<file path="src/rtl/booth_mult.sv">
// Multicycle signed radix-2 Booth multiplier: one Booth step per clock,
// 2*WIDTH-bit product held in hi/lo until the next accepted start.
module booth_mult #(
    parameter int WIDTH = 32
) (
    input  logic             clk,
    input  logic             reset,
    input  logic             start,
    input  logic [WIDTH-1:0] multiplicand,
    input  logic [WIDTH-1:0] multiplier,
    output logic [WIDTH-1:0] hi,
    output logic [WIDTH-1:0] lo,
    output logic             busy,
    output logic             done
);

    localparam int CW = $clog2(WIDTH + 1);

    localparam logic [1:0] IDLE = 2'd0;
    localparam logic [1:0] RUN  = 2'd1;
    localparam logic [1:0] DONE = 2'd2;

    logic [1:0]       state_reg;
    logic [WIDTH:0]   a_reg;
    logic [WIDTH-1:0] q_reg;
    logic             q1_reg;
    logic [WIDTH:0]   m_reg;
    logic [CW-1:0]    count_reg;
    logic [WIDTH-1:0] hi_reg;
    logic [WIDTH-1:0] lo_reg;

    logic [WIDTH:0]   a_sum;
    logic [WIDTH:0]   a_next;
    logic [WIDTH-1:0] q_next;

    // A and M carry one extra sign bit so M = -2^(WIDTH-1) cannot overflow A.
    always_comb begin
        a_sum = a_reg;
        case ({q_reg[0], q1_reg})
            2'b01:   a_sum = a_reg + m_reg;
            2'b10:   a_sum = a_reg - m_reg;
            default: a_sum = a_reg;
        endcase
        a_next = {a_sum[WIDTH], a_sum[WIDTH:1]};
        q_next = {a_sum[0], q_reg[WIDTH-1:1]};
    end

    always_ff @(posedge clk) begin
        if (reset) begin
            state_reg <= IDLE;
            a_reg     <= '0;
            q_reg     <= '0;
            q1_reg    <= 1'b0;
            m_reg     <= '0;
            count_reg <= '0;
            hi_reg    <= '0;
            lo_reg    <= '0;
        end else begin
            case (state_reg)
                IDLE: begin
                    if (start) begin
                        a_reg     <= '0;
                        q_reg     <= multiplier;
                        q1_reg    <= 1'b0;
                        m_reg     <= {multiplicand[WIDTH-1], multiplicand};
                        count_reg <= CW'(WIDTH);
                        state_reg <= RUN;
                    end
                end
                RUN: begin
                    a_reg     <= a_next;
                    q_reg     <= q_next;
                    q1_reg    <= q_reg[0];
                    count_reg <= count_reg - CW'(1);
                    // Last step: publish the shifted result directly so hi/lo
                    // only ever change on this edge.
                    if (count_reg == CW'(1)) begin
                        hi_reg    <= a_next[WIDTH-1:0];
                        lo_reg    <= q_next;
                        state_reg <= DONE;
                    end
                end
                DONE: begin
                    state_reg <= IDLE;
                end
                default: begin
                    state_reg <= IDLE;
                end
            endcase
        end
    end

    assign hi   = hi_reg;
    assign lo   = lo_reg;
    assign busy = (state_reg == RUN);
    assign done = (state_reg == DONE);

endmodule
</file>
<file path="config.mk">
export PLATFORM = sky130hd
export DESIGN_NAME = booth_mult
export DESIGN_NICKNAME = d
export VERILOG_FILES = /design/src/rtl/booth_mult.sv
export SDC_FILE = /design/constraint.sdc
export NUM_CORES = 1
export LEC_CHECK = 0
export CAP_MARGIN = 20
export CELL_PAD_IN_SITES_DETAIL_PLACEMENT = 0
export CELL_PAD_IN_SITES_GLOBAL_PLACEMENT = 1
export CORE_ASPECT_RATIO = 1.75
export CORE_MARGIN = 2
export CORE_UTILIZATION = 43
export CTS_CLUSTER_DIAMETER = 30
export CTS_CLUSTER_SIZE = 8
export DETAILED_ROUTE_END_ITERATION = 16
export PLACE_DENSITY = 0.87
export SLEW_MARGIN = 20
export SYNTH_ARGS = -nofsm -noshare
export SYNTH_HDL_FRONTEND = slang
export SYNTH_SLANG_ARGS = --single-unit
export TNS_END_PERCENT = 1
</file>
<file path="constraint.sdc">
create_clock -name clk -period 7.3 [get_ports clk]
set_input_delay 1.825 -clock clk [delete_from_list [all_inputs] [get_ports clk]]
set_output_delay 1.825 -clock clk [all_outputs]
set_load 0.03 [all_outputs]
</file>
Word level (Yosys, flattened, before mapping)

Cells that the tools add are included.

Flip-flop bits (word level): 170
Output and inout port bits: 66
Logic and storage cells: 36

Add/subtract/negate cells: 3
Equality and inequality tests: 7
Muxes and demuxes: 12
Reductions and logical operators: 6

Operator list:

| cell                                                | count |
|---|---|
| case mux 33 bit (2 select lines)                    | 2 |
| case mux 32 bit (2 select lines)                    | 1 |
| adder 33 bit                                        | 1 |
| two-way mux 33 bit                                  | 1 |
| subtractor 33 bit                                   | 1 |
| two-way mux 32 bit                                  | 1 |
| case mux 6 bit (2 select lines)                     | 1 |
| AND reduction 2 bit                                 | 4 |
| equality test 6 x 1 -> 1 bit, second input constant | 1 |
| two-way mux 6 bit                                   | 1 |
| subtractor 6 x 1 -> 6 bit, second input constant    | 1 |
| equality test 2 x 1 -> 1 bit, second input constant | 2 |
| equality test 2 bit, second input constant          | 2 |
| two-way mux 2 bit                                   | 2 |
| case mux 2 bit (2 select lines)                     | 1 |
| logical NOT 2 bit                                   | 1 |
| != test 2 x 1 -> 1 bit, second input constant       | 1 |
| != test 2 bit, second input constant                | 1 |
| case mux 1 bit (2 select lines)                     | 1 |
| nonzero test 2 bit                                  | 1 |
| two-way mux 1 bit                                   | 1 |

Depth between registers and ports, before layout

Gate-level depths: netlist of the first run.

Depth after elaboration: 3
Gate-level depth with buffers: 19
Depth with buffers taken out: 19

Least setup slack after synthesis of the first run

OpenSTA, ideal clock, no wires.

Path kind: reg-to-reg
Start: register m_reg[2]
End: register a_reg[31]
Library setup time: 0.065 ns
Arrival time: 3.922 ns
Slack: 3.313 ns
Stages on the path, launching flop included: 20
Path buffers: 0
Cells stage by stage: dfxtp_1 nor4_4 nand2b_1 nor4_4 nand2_1 nor3_1 nand2_1 nor2_1 a21oi_1 xnor2_1 ha_1 a21o_1 a21o_1 or3_1 o32ai_1 a211oi_2 or3_1 nand3_1 mux2_1 nor2_1

Cells in the longest elaborated chain, start to end: 3

RTL lines:

| element                                                  | RTL line | RTL |
|---|---|---|
| from (decl)                                              | 27       | `logic [WIDTH:0] m_reg;` |
| from (signal assigned)                                   | 65       | `m_reg <= {multiplicand[WIDTH-1], multiplicand};` |
| subtractor 33 bit / adder 33 bit (equally long branches) | 41, 40   |  |
| case mux 33 bit (2 select lines) *                       | 39       | `case ({q_reg[0], q1_reg})` |
| case mux 33 bit (2 select lines) *                       | 59       | `case (state_reg)` |
| to (signal assigned)                                     | 71       | `a_reg <= a_next;` |
| to (decl)                                                | 24       | `logic [WIDTH:0] a_reg;` |

Every way passes the cells marked *; elsewhere a longest branch is shown, timed or not.
A chain may end at the register's enable or synchronous reset.

Final worst setup path of the first run

Start: register state_reg[1]
End: output busy

Cells in the longest elaborated chain, start to end: 1

RTL lines:

| element                      | RTL line | RTL |
|---|---|---|
| from (decl)                  | 23       | `logic [1:0] state_reg;` |
| from (signal assigned)       | 50       | `state_reg <= IDLE;` |
| from (signal assigned)       | 67       | `state_reg <= RUN;` |
| from (signal assigned)       | 80       | `state_reg <= DONE;` |
| equality test 2 x 1 -> 1 bit | 95       | `assign busy = (state_reg == RUN);` |
| to (decl)                    | 13       | `output logic busy,` |

Every way passes these cells.

==> results of run 1 <==
per-stage QoR:
step	hold slack, ps	area (um2)	util (%)
after CTS	457.5	10930	53.63
after floorplan	443.8	8917	-
after global routing	471.5	10930	53.63
after detailed placement	449.0	10340	50.74
final	454.8	10930	53.63
after global placement	441.6	10340	50.74
layer usage:
| layer | track usage, % | vias up | wire [um] | share of wire [%] |
|---|---|---|---|---|
| li1 | - | 4271 | - | - |
| met1 | 23.62 | 4039 | 9306 | 35 |
| met2 | 46.72 | 217 | 14710 | 55 |
| met3 | 4.334 | 75 | 869 | 3.3 |
| met4 | 17.30 | 0 | 1855 | 6.9 |
| met5 | 0 | - | 0 | 0 |
worst max path at each step:
stage	start	end	slack [ps]	cells past startpoint
after CTS	state_reg[1]	busy	2850	4
after global routing	m_reg[2]	a_reg[31]	2390	19
after detailed placement	m_reg[2]	a_reg[31]	2900	19
final	state_reg[1]	busy	2850	4
after floorplan	m_reg[2]	a_reg[31]	3310	19
after global placement	m_reg[2]	a_reg[31]	2940	19
report_power, final:
| group | switching, mW | total [mW] | leakage (nW) | internal, mW |
|---|---|---|---|---|
| Sequential | 0.0428 | 1.01 | 1.37 | 0.964 |
| Clock | 0.381 | 0.913 | 0.291 | 0.532 |
| Combinational | 0.362 | 0.591 | 2.23 | 0.229 |
tightest hold or removal path: stages (launching register included):
cell	delay, ps
dfxtp_1	310
nand2_1	50
a21oi_1	50
kinds of logic after synthesis:
family	after synthesis
AND/OR/NAND/NOR	463
multiplexers	10
AO/OA/AOI/OAI	340
flip-flops	169
XOR/XNOR	50
adder cells (fa/ha/maj)	37
buffers and inverters	99
cells in the final DEF, fill, tap and decap left out, types with 7 or more instances in the layout:
master and n:
a211oi_1 20, a21o_1 14, a21oi_1 174, a22oi_1 33
a31oi_1 12, buf_4 10, clkbuf_16 17, clkdlybuf4s50_1 131
dfxtp_1 169, ha_1 35, inv_1 20, mux2i_1 8
nand2_1 222, nand2b_1 12, nand3_1 38, nor2_1 96
nor2b_1 8, nor3_1 32, nor4_1 9, o21a_1 7
o21ai_0 35, xnor2_1 45
layout make-up:
type                    count  area [um2]
well taps                 248       310.3
repair buffers            141        1386
flip-flops and latches    169        3383
fillers                  2005        9448
clock buffers              22       474.2
clock inverters             9       113.9
multi-input cells         900        5176
inverters                  22       82.58
==> metrics, run 1 <==
largest family of logic cells by synthesized area=simple AND/OR/NAND/NOR gates; final period utilization=60.92%; CTS tree=yes; post-CTS sizing=0; CTS Hold Bufs=0; Rows=69; vias in the first global route=8648; Clock Skew=8.134 ps; post-synthesis sequential area ratio=37.94%; Slew headroom=32.81%; Die Height=194.5 um; CTS H-Tree Depth=4; Reg2Reg Setup Slack=2880 ps; n_diodes=0; LEAKAGE=3.899 nW; largest net degree at the start of global routing=68; # DRC=1; critical path required time=5480 ps; initial core utilization=43.77%; DR pass1 iterations=11; R2R depth=19; critical register-to-register path startpoint=m_reg[2]; final setup fails=0; XOR/XNOR Fraction of Synth Area=4.911%; top-count cell post-synth=nand2_1; routed vias/inst=5.693; worst-skew pair later-pin latency=440 ps; IO Pins=133; CTS root buffer=clkbuf_16; CP Max Fanout=38; Hold Vio Cnt, Final=0; Synth Area in Simple Gates=23.53%; PortBufs=132; mapped cell area=0.008917 mm2; Worst R2R End=a_reg[31]; CP Class=flop to primary output; CP endpoint kind=primary output; DP HPWL=19.04 mm; share of cells above drive strength 1=4.671%; initial antenna violation count=0; GRT Util Overall=24.75%; Seq cells post-synth=169; post-synthesis adder-cell area fraction=5.276%; Worst-Margin Slew=1002 ps; nets=1355; WP buf/inv=3; Yosys Warn Count=0; post-CTS setup buffers=0; worst-case clock buffer depth=2; clock sink count=169; remaining global-route overflow=0; Top delay family on crit path=buffers and inverters; hold path startpoint=lo[26]; top cells by area, synth=dfxtp_1 38%, a21oi_1 9.8%, nand2_1 9.4%; FMAX=224.9 MHz; die width=112.9 um; first-pass GRT wire length=42.95 mm; fin crit period=4447 ps; Placed Cells=1480; routed length per instance=17.69 um; multiplexer area fraction after synthesis=1.151%; Max rail drop VDD=0.1717 mV; Post-synth EDFFs=0; status=complete, but fails checks; Final ANT Viol Nets=0; max cap viols=0; crit path cell chain=nand2b_1 > buf_4 > inv_2 > clkdlybuf4s50_1; Crit-path slowest cell=clkdlybuf4s50_1; failing checks=design-rule violations; post-synth top area share=37.94%; Layout area overhead=22.53%; clock-pin slew of the registers on the worst-case setup and hold paths=70 ps; syn_area_per_cell=7.635 um2; Core Box Area=0.02037 mm2; RSZ-0062 raised after global routing=no; setup_tns=0 ps; final setup margin=2853 ps; post-synth top area cell=dfxtp_1; die area=0.02195 mm2; Netlist cell types=68; crit start category=flop; TritonCTS Buffers=17; GPL Wtd Cong=0.9242; Hold WC Path Type=flop to flop; Post-synth top cells=223 x nand2_1, 174 x a21oi_1, 169 x dfxtp_1, 98 x nor2_1, 65 x clkbuf_1; total power=2.511 mW; compound-gate portion of the synthesized area=23.00%; Async S/R FF share, synth=0%; Mapped Nets=1272; pwr dens=229.8 mW/mm2; Post-Syn Instances=1168; Initial DRC Count=326; Worst EP arrival=2620 ps; final WL=26.74 mm; Worst Hold Path EP=lo[26]; CP max stage delay=810 ps; Hold Path Depth=2; Slew Viols, Final=0; via count=8602; Cell Count, Final, Fillers Out=1511; Synth Flop Type=dfxtp_1; pre-CTS WS=2897 ps
No activity file was read; power rests on OpenSTA's default activity.
==> run 2: changes to the inputs <==
--- a/config.mk
+++ b/config.mk
@@ -10,11 +10,11 @@
 export CELL_PAD_IN_SITES_GLOBAL_PLACEMENT = 1
 export CORE_ASPECT_RATIO = 1.75
 export CORE_MARGIN = 2
-export CORE_UTILIZATION = 43
+export CORE_UTILIZATION = 40
 export CTS_CLUSTER_DIAMETER = 30
 export CTS_CLUSTER_SIZE = 8
 export DETAILED_ROUTE_END_ITERATION = 16
-export PLACE_DENSITY = 0.87
+export PLACE_DENSITY = 0.81
 export SLEW_MARGIN = 20
 export SYNTH_ARGS = -nofsm -noshare
 export SYNTH_HDL_FRONTEND = slang
==> constraint.sdc (replaced) <==
create_clock -name clk -period 4.4 [get_ports clk]
set_input_delay 1.1 -clock clk [delete_from_list [all_inputs] [get_ports clk]]
set_output_delay 1.1 -clock clk [all_outputs]
set_load 0.03 [all_outputs]
==> run 2 against run 1 <==
  * The run now ends clean
  * Flip-flop and latch count stayed put
  * Die area grew 7.3%
  * Final area is 2.9% higher
  * Via count rose by 0.56%
  * Core utilization down 2.5 points
  * Largest power group is now clock
  * Sequential power up 65%
  * Sequential share of layout area down 0.88 points
  * Register-to-register slack got worse by 2500 ps
  * Critical path type is now flop to flop
  * Critical endpoint is now hi[29]
  * Non-clock buffer count rose by 18
==> metrics, run 2 (same netlist as run 1, synthesis figures left out) <==
status=finished clean (was complete, but fails checks); Layout area overhead=26.11% (was 22.53%); IO Pins=133 (unchanged); die area=0.02355 mm2 (was 0.02195 mm2); CTS H-Tree Depth=4 (unchanged); LEAKAGE=4.018 nW (was 3.899 nW); clock-pin slew of the registers on the worst-case setup and hold paths=70 ps (about the same); final period utilization=91.84%; Hold Vio Cnt, Final=0 (unchanged); crit start category=flop (unchanged); Crit-path slowest cell=a311o_2 (was clkdlybuf4s50_1); # fillers=2266 (was 2005); Worst EP arrival=4400 ps (was 2620 ps); nets=1373 (was 1355); CTS tree=yes (unchanged); fin crit period=4041 ps; Die Height=201.5 um (was 194.5 um); initial antenna violation count=0 (unchanged); share of cells above drive strength 1=6.875% (was 4.671%); Reg area=0.003383 mm2 (unchanged); Final ANT Viol Nets=0 (unchanged); worst-skew pair later-pin latency=440 ps (about the same); # DRC=0 (was 1); Util after Layout=51.16% (was 53.63%); final setup fails=0 (unchanged); CTS root buffer=clkbuf_16 (unchanged); GPL Wtd Cong=0.9342 (was 0.9242); remaining global-route overflow=0 (unchanged); FMAX=247.5 MHz; DR pass1 iterations=6 (was 11); final WL=28.17 mm (was 26.74 mm); CP Class=flop to flop (was flop to primary output); crit path cell chain=nor4_4 > nand2b_1 > nor4_4 > nand2_2 > buf_4 > nor2_1 > nor2_1 > xnor2_1 > ha_1 > and4_1 > nand2_1 > a21o_1 > a311o_2 > o21ai_2 > a21oi_1 > mux2i_1 > a211oi_2 > nor3_1 (was nand2b_1 > buf_4 > inv_2 > clkdlybuf4s50_1); critical path required time=4760 ps (was 5480 ps); Rows=72 (was 69); pwr dens=390.5 mW/mm2 (was 229.8 mW/mm2); via count=8650 (was 8602); DP HPWL=20.20 mm (was 19.04 mm); Initial DRC Count=490 (was 326); largest net degree at the start of global routing=75 (was 68); leading cell type in the layout, fill and taps excluded=nand2_1 (unchanged); Slew Viols, Final=0 (unchanged); routed vias/inst=5.489 (was 5.693); CP Max Fanout=7 (was 38); first-pass GRT wire length=44.88 mm (was 42.95 mm); most frequent cells in the layout=221 x nand2_1, 174 x a21oi_1, 169 x dfxtp_1 (was 222 x nand2_1, 174 x a21oi_1, 169 x dfxtp_1); CP max stage delay=440 ps (was 810 ps); Hold WC Path Type=flop to flop (unchanged); initial core utilization=40.57% (was 43.77%); routed length per instance=17.87 um (was 17.69 um); die width=116.9 um (was 112.9 um); Core Box Area=0.02198 mm2 (was 0.02037 mm2); PortBufs=132 (unchanged); CTS Hold Bufs=0 (unchanged); worst-case clock buffer depth=2 (unchanged); RSZ-0062 raised after global routing=yes (was no); pre-CTS WS=182.5 ps (was 2897 ps); multi-input logic area=0.005216 mm2 (was 0.005176 mm2); final setup margin=359.2 ps (was 2853 ps); clock sink count=169 (unchanged); TritonCTS Buffers=17 (unchanged); Max rail drop VDD=0.3534 mV (was 0.1717 mV); Slew headroom=34.05% (was 32.81%); GRT Util Overall=24.79% (was 24.75%); n_diodes=0 (unchanged); Worst-Margin Slew=986.9 ps (was 1002 ps); max cap viols=0 (unchanged); CP endpoint kind=flop (was primary output); vias in the first global route=8636 (was 8648); Clock Skew=7.468 ps (was 8.134 ps)
==> run 2: changes by cell type in the layout (fill, tap and decap cells not counted), sizes merged <==
cell      delta
buf         +18
bufinv       +3
clkbuf       -2
inv          -2
clkinv       -1
clkinvlp     +1
==> run 2: repair_timing <==
item / CTS / global route
buffers inserted: 0 / 1
setup endpoints to repair: 0 / 14
gates resized for setup: 0 / 13
==> run 2: report_power, final <==
part	switching (mW)	internal, mW	total [mW]	leakage [nW]
clock network	0.634	1.05	1.68	0.318
logic	0.628	0.408	1.04	2.32
registers	0.0720	1.60	1.67	1.37
total	1.33	3.06	4.39	4.02
==> run 2: area by class of cell <==
cell class	instances	share of cell area (%)
Multi-Input combinational cell	900	46.38
Sequential cell	169	30.08
Timing Repair Buffer	159	13.64
Clock buffer	20	4.150
Tap cell	296	3.293
Clock inverter	10	1.713
Inverter	22	0.7343
==> run 2: critical path: cells and delay by family, from the launching register on <==
kind	cells	cell delay, ps
buffers and inverters	1	160
and+or+nand+nor	9	1550
muxes	1	260
xor gates and xnor gates	1	150
DFF	1	350
AOI/OAI and AO/OA	5	1070
adders and majority gates	1	400
==> run 2: through the flow <==
step                hold slack (ps)  setup TNS [ps]  power, mW  cell area [um2]  std cells
floorplan                     443.8               0      2.376             8917       1168
finish                        455.7               0      4.392            11250       1576
global placement              441.9               0      2.719            10540       1545
global route                  477.4          -10.20      4.607            11250       1576
CTS                           457.7               0      4.423            11200       1575
detailed placement            448.6               0      2.730            10540       1545
==> run 2: final timing paths <==
check / slack, ps / from / endpoint / cells past startpoint
setup / recovery: 360 / m_reg[5] / hi[29] / 18
hold / removal: 460 / lo[4] / lo[4] / 2
setup reg to reg: 360 / m_reg[5] / hi[29] / 18
hold reg to reg: 460 / lo[4] / lo[4] / 2
==> run 2: metal layers <==
layer	up-vias	GRT usage [%]	wire (um)
met1	4101	24.23	9870
li1	4303	-	-
met2	173	45.19	15350
met3	73	4.458	886
met4	0	17.61	2059
met5	-	0	0
==> run 3: changes to the inputs <==
--- a/config.mk
+++ b/config.mk
@@ -15,6 +15,7 @@
 export CTS_CLUSTER_SIZE = 8
 export DETAILED_ROUTE_END_ITERATION = 16
 export PLACE_DENSITY = 0.81
+export REMOVE_ABC_BUFFERS = 1
 export SLEW_MARGIN = 20
 export SYNTH_ARGS = -nofsm -noshare
 export SYNTH_HDL_FRONTEND = slang
==> run 3 against run 2 <==
  * Clock skew up 6.7 ps
  * First-iteration DRC count down 4.9%
  * Wire length down 4.1%
  * Count of clock-buffer cells in the layout up 1
  * Clock power down 16%
  * Largest power group is now registers
==> metrics, run 3 (same netlist as run 1, synthesis figures left out) <==
status=finished clean (unchanged); Worst-Margin Slew=962.8 ps (was 986.9 ps); share of power burned in registers=41.0% (was 38.1%); Core Box Area=0.02198 mm2 (unchanged); FMAX=241.6 MHz (was 247.5 MHz); PortBufs=132 (unchanged); critical path required time=4780 ps (was 4760 ps); worst-skew pair later-pin latency=450 ps (was 440 ps); crit start category=flop (unchanged); most frequent cells in the layout=221 x nand2_1, 174 x a21oi_1, 168 x dfxtp_1 (was 221 x nand2_1, 174 x a21oi_1, 169 x dfxtp_1); fin crit period=4139 ps (was 4041 ps); Layout area overhead=24.72% (was 26.11%); hold path startpoint=hi[16] (was lo[4]); CP Class=flop to flop (unchanged); worst-case clock buffer depth=2 (unchanged); critical register-to-register path startpoint=m_reg[3] (was m_reg[5]); final period utilization=94.08% (was 91.84%); vias in the first global route=8407 (was 8636); die area=0.02355 mm2 (unchanged); leading cell type in the layout, fill and taps excluded=nand2_1 (unchanged); final WL=27.00 mm (was 28.17 mm); nets=1374 (was 1373); sw power=1.322 mW (was 1.334 mW); via count=8552 (was 8650); Internal Power=2.748 mW (was 3.058 mW); Max rail drop VDD=0.2616 mV (was 0.3534 mV); Final ANT Viol Nets=0 (unchanged); remaining global-route overflow=0 (unchanged); routed vias/inst=5.413 (was 5.489); largest net degree at the start of global routing=65 (was 75); Rows=72 (unchanged); max cap viols=0 (unchanged); Clk pwr share=34.7% (was 38.3%); DR pass1 iterations=5 (was 6); share of cells above drive strength 1=6.469% (was 6.875%); CTS root buffer=clkbuf_16 (unchanged); Hold Vio Cnt, Final=0 (unchanged); DP HPWL=19.26 mm (was 20.20 mm); # fillers=2285 (was 2266); DR WL met2=14.71 mm (was 15.35 mm); final setup fails=0 (unchanged); Initial DRC Count=466 (was 490); Logic pwr share=24.4% (was 23.6%); Slew headroom=35.66% (was 34.05%); die width=116.9 um (unchanged); initial core utilization=40.57% (unchanged); GRT Util Overall=23.62% (was 24.79%); GPL Wtd Cong=0.9721 (was 0.9342); IO Pins=133 (unchanged); Hold WC Path Type=flop to flop (unchanged); LEAKAGE=3.964 nW (was 4.018 nW); clock-pin slew of the registers on the worst-case setup and hold paths=70 ps (about the same); initial antenna violation count=1 (was 0); CP endpoint kind=flop (unchanged); first-pass GRT wire length=43.05 mm (was 44.88 mm); RSZ-0062 raised after global routing=yes (unchanged); total power=4.071 mW (was 4.392 mW); TritonCTS Buffers=17 (unchanged); Placed Cells=1545 (unchanged); Clock Skew=14.14 ps (was 7.468 ps); metal3 WL=1.097 mm (was 886 um); Slew Viols, Final=0 (unchanged); CTS tree=yes (unchanged); CTS H-Tree Depth=4 (unchanged); Cell Count, Final, Fillers Out=1580 (was 1576); Max Used Layer=met4 (unchanged); Die Height=201.5 um (unchanged); pwr dens=366.0 mW/mm2 (was 390.5 mW/mm2); Metal-1 WL=10.06 mm (was 9.870 mm); routed length per instance=17.09 um (was 17.87 um); clock sink count=169 (unchanged); Worst EP arrival=4520 ps (was 4400 ps); switching share of total power=32.48% (was 30.37%); CP Max Fanout=6 (was 7); Crit. Startpoint=m_reg[3] (was m_reg[5]); # DRC=0 (unchanged)
## run 3: path summary, 6_finish.rpt
| check | endpoint | slack [ps] | cells past startpoint |
|---|---|---|---|
| setup / recovery | a_reg[31] | 260 | 17 |
| hold / removal | hi[16] | 450 | 2 |
| setup reg to reg | a_reg[31] | 260 | 17 |
| hold reg to reg | hi[16] | 450 | 2 |
## run 3: stage by stage
step | hold slack (ps) | area [um2] | utilization (%) | setup WS [ps] | TNS [ps]
global placement | 441.3 | 10540 | 47.93 | 265.1 | 0
finish | 454.4 | 11120 | 50.60 | 260.6 | 0
CTS | 458.5 | 11080 | 50.40 | 176.5 | 0
detailed placement | 449.6 | 10540 | 47.93 | 211.8 | 0
floorplan | 433.1 | 8626 | - | -419.6 | -741.5
global route | 475.6 | 11120 | 50.60 | -25.65 | -25.65
## run 3: cell type report
type                       count  area, um2  area share (%)
antenna                        1      2.502         0.02250
clock inverter                11      91.34          0.8212
tap                          296      370.4           3.330
clock buffer                  21      450.4           4.050
timing repair buffer         160       1541           13.86
multi-input combinational    900       5199           46.74
inverter                      22      82.58          0.7425
sequential                   169       3385           30.43
## run 3: metal layers
metal / GRT usage [%] / vias up
met5: 0 / -
met4: 11.89 / 0
met3: 5.000 / 64
met2: 43.35 / 199
met1: 24.51 / 3982
li1: - / 4307
## run 3: timing repair
action                     4_1_cts  5_1_grt
resized for setup                0        7
setup endpoints to repair        0       12
buffers inserted                 0        2
hold buffers                     0        0
## run 3: worst max-delay path, cell delays in order (launching register included)
cell and delay, ps:
dfxtp_1 370, nor4_4 300, nand2b_1 150, nor4_4 340, nand2_2 150, nor4_1 190, nor2_1 80, xnor2_1 310
ha_1 370, a21oi_1 220, o21ai_0 130, nor2_1 120, a311o_1 370, a211oi_2 120, or3_1 340, nand3_1 100
mux2_1 320, nor2_1 80
## run 3: power by group through the flow
stage	logic (mW)	clock network [mW]	registers [mW]
2_1_floorplan	0.637	0	1.70
3_3_place_gp	0.974	0	1.70
3_5_place_dp	0.980	0	1.70
4_1_cts	0.984	1.45	1.67
5_1_grt	1.10	1.51	1.68
6_report	0.992	1.41	1.67
